$ cat src/rtl/lsu_mem_stage.sv
// RV32I load/store unit: runs one data-memory access per request over a valid/ready bus
// and returns aligned, extended load data for write-back. Stalls the core while busy.
module lsu_mem_stage #(
    parameter int TIMEOUT = 255,
    parameter int ADDR_W  = 32
) (
    input  logic              clk,
    input  logic              rst,
    input  logic              req_valid,
    output logic              req_ready,
    input  logic              req_we,
    input  logic [2:0]        req_funct3,
    input  logic [ADDR_W-1:0] req_addr,
    input  logic [31:0]       req_wdata,
    input  logic [4:0]        req_rd,
    output logic              stall,
    output logic              mem_valid,
    input  logic              mem_ready,
    output logic [ADDR_W-1:0] mem_addr,
    output logic              mem_we,
    output logic [3:0]        mem_wstrb,
    output logic [31:0]       mem_wdata,
    input  logic [31:0]       mem_rdata,
    output logic              wb_valid,
    output logic [4:0]        wb_addr,
    output logic [31:0]       wb_data,
    output logic              err,
    output logic [1:0]        err_code,
    output logic [ADDR_W-1:0] err_addr
);

    localparam logic [1:0] S_IDLE = 2'd0;
    localparam logic [1:0] S_BUS  = 2'd1;
    localparam logic [1:0] S_RESP = 2'd2;

    localparam logic [15:0] TO_LAST = 16'(TIMEOUT - 1);

    localparam logic [1:0] E_NONE     = 2'b00;
    localparam logic [1:0] E_MISALIGN = 2'b01;
    localparam logic [1:0] E_ILLEGAL  = 2'b10;
    localparam logic [1:0] E_TIMEOUT  = 2'b11;

    logic [1:0]        state;
    logic [ADDR_W-1:0] addr_q;
    logic              we_q;
    logic [2:0]        funct3_q;
    logic [4:0]        rd_q;
    logic [3:0]        wstrb_q;
    logic [31:0]       wdata_q;
    logic [31:0]       rdata_q;
    logic [1:0]        code_q;
    logic [15:0]       cnt_q;

    logic              accept;
    logic              illegal;
    logic              misaligned;
    logic [1:0]        req_code;
    logic [3:0]        req_wstrb;
    logic [31:0]       req_lane_data;
    logic [31:0]       shifted;
    logic [31:0]       load_data;

    assign req_ready = (state == S_IDLE);
    assign stall     = (state != S_IDLE);
    assign mem_valid = (state == S_BUS);
    assign mem_addr  = {addr_q[ADDR_W-1:2], 2'b00};
    assign mem_we    = we_q;
    assign mem_wstrb = wstrb_q;
    assign mem_wdata = wdata_q;

    assign accept = req_valid && (state == S_IDLE);

    // Illegal encodings are reported ahead of misalignment.
    always_comb begin
        illegal    = req_we ? (req_funct3 > 3'd2)
                            : ((req_funct3 == 3'd3) || (req_funct3[2:1] == 2'b11));
        misaligned = ((req_funct3[1:0] == 2'b01) && req_addr[0]) ||
                     ((req_funct3[1:0] == 2'b10) && (req_addr[1:0] != 2'b00));
        if (illegal)
            req_code = E_ILLEGAL;
        else if (misaligned)
            req_code = E_MISALIGN;
        else
            req_code = E_NONE;
    end

    always_comb begin
        req_wstrb     = 4'b0000;
        req_lane_data = 32'd0;
        if (req_we) begin
            case (req_funct3[1:0])
                2'b00: begin
                    req_wstrb     = 4'b0001 << req_addr[1:0];
                    req_lane_data = {4{req_wdata[7:0]}};
                end
                2'b01: begin
                    req_wstrb     = 4'b0011 << req_addr[1:0];
                    req_lane_data = {2{req_wdata[15:0]}};
                end
                default: begin
                    req_wstrb     = 4'b1111;
                    req_lane_data = req_wdata;
                end
            endcase
        end
    end

    always_comb begin
        shifted = rdata_q >> {addr_q[1:0], 3'b000};
        case (funct3_q)
            3'd0:    load_data = {{24{shifted[7]}}, shifted[7:0]};
            3'd1:    load_data = {{16{shifted[15]}}, shifted[15:0]};
            3'd4:    load_data = {24'd0, shifted[7:0]};
            3'd5:    load_data = {16'd0, shifted[15:0]};
            default: load_data = shifted;
        endcase
    end

    always_ff @(posedge clk or negedge rst) begin
        if (!rst) begin
            state    <= S_IDLE;
            addr_q   <= '0;
            we_q     <= 1'b0;
            funct3_q <= 3'd0;
            rd_q     <= 5'd0;
            wstrb_q  <= 4'd0;
            wdata_q  <= 32'd0;
            rdata_q  <= 32'd0;
            code_q   <= E_NONE;
            cnt_q    <= 16'd0;
            wb_valid <= 1'b0;
            wb_addr  <= 5'd0;
            wb_data  <= 32'd0;
            err      <= 1'b0;
            err_code <= 2'b00;
            err_addr <= '0;
        end else begin
            wb_valid <= 1'b0;
            err      <= 1'b0;
            case (state)
                S_IDLE: begin
                    if (accept) begin
                        addr_q   <= req_addr;
                        we_q     <= req_we;
                        funct3_q <= req_funct3;
                        rd_q     <= req_rd;
                        wstrb_q  <= req_wstrb;
                        wdata_q  <= req_lane_data;
                        code_q   <= req_code;
                        cnt_q    <= 16'd0;
                        state    <= (req_code == E_NONE) ? S_BUS : S_RESP;
                    end
                end
                // A ready arriving on the last allowed cycle still completes normally.
                S_BUS: begin
                    if (mem_ready) begin
                        rdata_q <= mem_rdata;
                        state   <= S_RESP;
                    end else if (cnt_q == TO_LAST) begin
                        code_q <= E_TIMEOUT;
                        state  <= S_RESP;
                    end else begin
                        cnt_q <= cnt_q + 16'd1;
                    end
                end
                S_RESP: begin
                    state <= S_IDLE;
                    if (code_q != E_NONE) begin
                        err      <= 1'b1;
                        err_code <= code_q;
                        err_addr <= addr_q;
                    end else if (!we_q && (rd_q != 5'd0)) begin
                        wb_valid <= 1'b1;
                        wb_addr  <= rd_q;
                        wb_data  <= load_data;
                    end
                end
                default: state <= S_IDLE;
            endcase
        end
    end

endmodule

$ cat config.mk
export PLATFORM = sky130hd
export DESIGN_NAME = lsu_mem_stage
export DESIGN_NICKNAME = d
export VERILOG_FILES = /design/src/rtl/lsu_mem_stage.sv
export SDC_FILE = /design/constraint.sdc
export NUM_CORES = 1
export LEC_CHECK = 0
export CORE_ASPECT_RATIO = 1.2
export CORE_UTILIZATION = 42
export CTS_BUF_LIST = sky130_fd_sc_hd__clkbuf_8
export DETAILED_ROUTE_END_ITERATION = 12
export PLACE_DENSITY_LB_ADDON = 0.12
export RECOVER_POWER = 25
export SLEW_MARGIN = 25
export SYNTH_ARGS = -nofsm -noshare
export SYNTH_HDL_FRONTEND = slang
export SYNTH_SLANG_ARGS = --single-unit
$ cat constraint.sdc
create_clock -name clk -period 3.1 [get_ports clk]
set_input_delay 0.62 -clock clk [delete_from_list [all_inputs] [get_ports clk]]
set_output_delay 0.62 -clock clk [all_outputs]
set_load 0.01 [all_outputs]
==> reports/metrics.cfg, run 1 <==
[floorplanning]
core_sq_um=21100
num_io_pins=254
row_count=58
die_w_um=136
die_h_um=163
start_util_pct=43.0
die_area_sq_um=22200

[worst_setup_path]
crit_path_top_delay_cell=clkdlybuf4s50_1
worstSetupPathType=register to primary output
cp-start-kind=register
cp_max_fo=8
crit_chain=nor2_1 > inv_1 > clkdlybuf4s50_1
cp_top_family=buffers and inverters
end_kind=primary output
crit_buf_inv=2
max_stage_delay_ps=520
arrival_ps=1950
required_ps=2480

[drt]
routed_wl_um=23800
drc_errors=0
met3_length_um=1420
viasPerCell=5.10
route.met2.wl_um=11700
routed.top_layer=met4
firstDrtPassIters=4
drtAntennaViolNets=0
wl_met1_um=9900
wl_per_cell_um=17.4
vias=6947
first_iter_violations=371

[clock_tree]
cts_made_buffers=34
cts_tree=done
path_clk_slew_ps=60
hold_buffers=0
post_cts_buffers=0
cts_resized=0
h-tree-depth=2
clk_latency_ps=510
root_buffer=clkbuf_8
cts_buffer_depth=3
cts.sinks=202

[hold_path]
hp-class=register to register

[place]
io_buffers=251
pre_cts_slack_ps=600
gp_congestion=0.785
dp_cells=1301
place_area_sq_um=11700
hpwlAfterDp_um=16400

[power]
p_sw_uw=4330
pwr-share-clk_pct=19.2
seq_power_share_pct=37.7
ir_worst_vdd_mv=0.507
powerDensity_nw_per_um2=1010
comb_power_share_pct=43.0
p_sw_share_pct=34.7
power_leakage_uw=0.00557
p_int_uw=8140

[grt]
antenna_found_initial=0
grt_overflow=0
grt_pass1_vias=6887
grt_usage_pct=21.9
grt_max_degree=95
grt_pass1_wl_um=37600

[yosys]
synth_area_sq_um=9080
synthFlopType=dfrtp_1
ys_seq_elements=202
syn_area_per_cell_sq_um=10.8
yosysUniqueCellTypes=50
synth_edf_count=0
netlist_instances=842
ys_seq_area_share_pct=55.7
synth_warnings=0
ys_async_sr_fraction_pct=100

[final_layout]
fin_nets=1178
design_area_sq_um=12400
layout-drive-gt1-share_pct=13.7
fill_cells=1834
antennaDiodeCount=0
final_cells=1363
area_delta_synth_final_pct=36.1

[status]
status=finished, violations left
violations=capacitance limit, slew limit

[sta]
slew_violations=50
setup_viol=0
layout_min_cycle_time_ps=2570
setup_ws_ps=528
setup-tns-final_ps=0
fin_crit_sh_pct=83.0
relSlewSlack_pct=-63.8
hold_viol_final=0
fmax_mhz=389
finClkSkew_ps=16.5
rsz0062_at_grt=false
tightest_slew_ps=2450

[run]
max_cap_violations=1

## synth_stat cells, types with 8 or more instances
master,count,area share (%)
mux2_2,72,8.9
a211oi_1,13,1.1
nand2b_1,8,0.55
nor2_1,43,1.8
o21ai_0,32,1.8
buf_4,32,2.6
nor2b_1,10,0.69
o22a_1,18,1.7
a21oi_1,36,2.0
clkbuf_1,26,1.1
nand3_1,15,0.83
mux2i_1,47,5.2
buf_2,11,0.61
dfrtp_1,202,56
nand2_1,190,7.9
and2_1,10,0.69
a22o_1,18,1.7
## registers in the layout (all words and copies together) (netlist names), 5 cells and up
register and cells:
cnt_q 16, rdata_q 32, rd_q 5, wb_addr 5, addr_q 32, err_addr 32
mem_wdata 32, wb_data 32
## cells by family after synthesis
logic type               synth area share (%)
AO/OA/AOI/OAI                            9.55
flip-flops                               55.7
buffers and inverters                    5.36
other                                  0.0413
adder cells (fa/ha/maj)                 0.275
multiplexers                             14.4
XOR/XNOR                                0.289
AND/OR/NAND/NOR                          14.5
## power groups by stage
| stage | Sequential [uW] | Combinational, uW | Clock, uW |
|---|---|---|---|
| after floorplan | 4830 | 2750 | 0 |
| after global placement | 4700 | 5360 | 0 |
| after detailed placement | 4730 | 5440 | 0 |
| after CTS | 4700 | 5450 | 2470 |
| after global routing | 4870 | 5850 | 2600 |
| final | 4700 | 5360 | 2400 |
## stage by stage
stage	hold slack, ps	total power, uW	utilization (%)
2_1_floorplan	324	7580	-
3_3_place_gp	449	10100	55.2
3_5_place_dp	460	10200	55.2
4_1_cts	64.7	12600	58.5
5_1_grt	506	13300	58.5
6_report	473	12500	58.5
## cells in the final DEF (no fill, tap or decap), types with 9 or more instances in the layout
cell type        instances
clkdlybuf4s50_1        250
dfrtp_1                202
nand2_1                189
mux2_2                  72
mux2i_1                 47
clkbuf_8                47
nor2_1                  43
a21oi_1                 36
o21ai_0                 32
inv_1                   20
a22o_1                  18
o22a_1                  18
nand3_1                 15
a211oi_1                13
buf_4                   12
nor2b_1                 10
and2_1                   9
## per-layer routing
metal / GRT usage [%] / vias to the layer above
li1: - / 3312
met1: 28.1 / 3376
met2: 35.7 / 205
met3: 5.06 / 54
met4: 8.94 / 0
met5: 0 / -
## worst reg2reg max path, stage by stage (launching register included)
cell      delay [ps]
dfrtp_1          440
nor4b_2          600
o211ai_4         290
inv_2            420
o41ai_2          150
buf_4            230
o22a_1           200
## worst paths after layout
check / slack, ps / endpoint / startpoint / depth (start not counted)
max in group asynchronous: 770 / addr_q[18] / rst / 1
setup / recovery: 530 / stall / state[1] / 3
min in group asynchronous: 890 / wb_data[28] / rst / 1
hold reg to reg: 470 / err_code[1] / err_code[1] / 2
hold / removal: 470 / err_code[1] / err_code[1] / 2
setup reg to reg: 660 / wb_data[16] / state[0] / 6
## cell type report
type | instances | area [sq um] | share of cell area [%]
Clock buffer | 47 | 647 | 5.23
Clock inverter | 15 | 57.6 | 0.466
Inverter | 7 | 26.3 | 0.213
Multi-Input combinational cell | 555 | 3550 | 28.7
Sequential cell | 202 | 5050 | 40.9
Tap cell | 270 | 338 | 2.73
Timing Repair Buffer | 267 | 2690 | 21.7
Power figures use the tool's default switching activity.
==> run 2: changes to the inputs <==
Clock period 3.1 ns to 2.5 ns, I/O delays scaled along.
==> reports/metrics.cfg, run 2 (synthesis results as in run 1) <==
[sta]
setup_viol=0
fmax_mhz=422
rsz0062_at_grt=false
relSlewSlack_pct=-3.72
layout_min_cycle_time_ps=2370
finClkSkew_ps=18.4
setup-tns-final_ps=0
slew_violations=62
fin_crit_sh_pct=94.7
tightest_slew_ps=1560
hold_viol_final=0

[clock_tree]
clk_latency_ps=520
cts_buffer_depth=3
post_cts_buffers=0
h-tree-depth=2
path_clk_slew_ps=60
root_buffer=clkbuf_8
cts_tree=done
cts.sinks=202
cts_made_buffers=35

[final_layout]
final_common_cell=clkdlybuf4s50_1
final_cells=1370
fin_nets=1193
layout-drive-gt1-share_pct=14.5
utilization_pct=58.7
area_delta_synth_final_pct=36.4
design_area_sq_um=12400
antennaDiodeCount=0
final_cell_mix=clkdlybuf4s50_1, dfrtp_1, nand2_1, mux2_2, mux2i_1

[worst_setup_path]
end_kind=primary output
max_stage_delay_ps=510
arrival_ps=1870
cp-start-kind=register
required_ps=2000
cp_max_fo=8
worstSetupPathType=register to primary output
crit_path_top_delay_cell=clkdlybuf4s50_1
crit_chain=nor2_2 > inv_1 > clkdlybuf4s50_1

[place]
gp_congestion=0.811
io_buffers=251
place_area_sq_um=11800
dp_cells=1314
hpwlAfterDp_um=16900

[floorplanning]
row_count=58
die_area_sq_um=22200
start_util_pct=43.0
num_io_pins=254
die_h_um=163
die_w_um=136
core_sq_um=21100

[drt]
wl_per_cell_um=17.4
drc_errors=0
vias=6973
drtAntennaViolNets=0
first_iter_violations=368
firstDrtPassIters=4
routed_wl_um=23800
viasPerCell=5.09

[power]
ir_worst_vdd_mv=0.561
p_int_uw=10000
comb_power_share_pct=44.3
seq_power_share_pct=37.8
p_total_uw=15300
power_leakage_uw=0.00559
powerDensity_nw_per_um2=1240
pwr-share-clk_pct=17.9
p_sw_share_pct=34.7
p_sw_uw=5330

[status]
status=finished, violations left
violations=capacitance limit, slew limit

[grt]
grt_usage_pct=22.2
grt_max_degree=62
grt_overflow=0
grt_pass1_wl_um=38100
antenna_found_initial=0
grt_pass1_vias=7033

[run]
max_cap_violations=1

[hold_path]
hp-class=register to register

## run 2: cell count changes in the layout (fill, tap and decap cells not counted), sizes merged
cell / delta
dlymetal6s2s: -1
buf: +10
dlygate4sd3: +1
inv: -1
clkbuf: -2
## run 2: layout make-up
class | instances | area [sq um]
clock inverters | 14 | 53.8
multi-input cells | 555 | 3560
repair buffers | 281 | 2800
flip-flops and latches | 202 | 5050
clock buffers | 41 | 564
fillers | 1834 | 8730
well taps | 270 | 338
inverters | 7 | 26.3
## run 2: worst paths after layout
kind	from	to	slack, ps	cells after the start
hold reg to reg	mem_wdata[5]	mem_wdata[5]	470	2
setup / recovery	state[1]	stall	130	3
hold / removal	mem_wdata[5]	mem_wdata[5]	470	2
setup reg to reg	state[1]	wb_data[9]	560	6
max in group asynchronous	rst	err_addr[25]	400	3
min in group asynchronous	rst	wb_data[20]	910	2
## run 2: repair_timing
action | CTS | global route
hold buffers | 1 | 0
endpoints found under the setup margin | 1 | 0
resized for setup | 1 | 0
hold endpoints to repair | 55 | 0
## run 2: power by group through the flow
| stage | Clock (uW) | Combinational, uW | Sequential [uW] |
|---|---|---|---|
| floorplan | 0 | 3410 | 5990 |
| global placement | 0 | 6820 | 5810 |
| detailed placement | 0 | 6900 | 5830 |
| CTS | 2840 | 6920 | 5800 |
| global route | 2980 | 7430 | 6010 |
| finish | 2740 | 6800 | 5790 |
## run 2: per-stage QoR
step / setup slack (ps) / hold slack (ps)
after floorplan: 743 / 204
after global placement: 251 / 450
after detailed placement: 239 / 460
after CTS: 101 / 479
after global routing: 41.8 / 492
final: 133 / 471
## run 2: per-layer routing
metal	up-vias	part of all wire (%)	GRT usage, %
li1	3345	-	-
met1	3383	40	27.1
met2	210	51	38.2
met3	35	6.7	5.46
met4	0	1.9	7.17
met5	-	0	0
## run 2: worst max-delay path: cells and delay by family (launching register included)
kind	cells	cell delay, ps
flops	1	470
buf+inv	2	630
simple gates	1	270
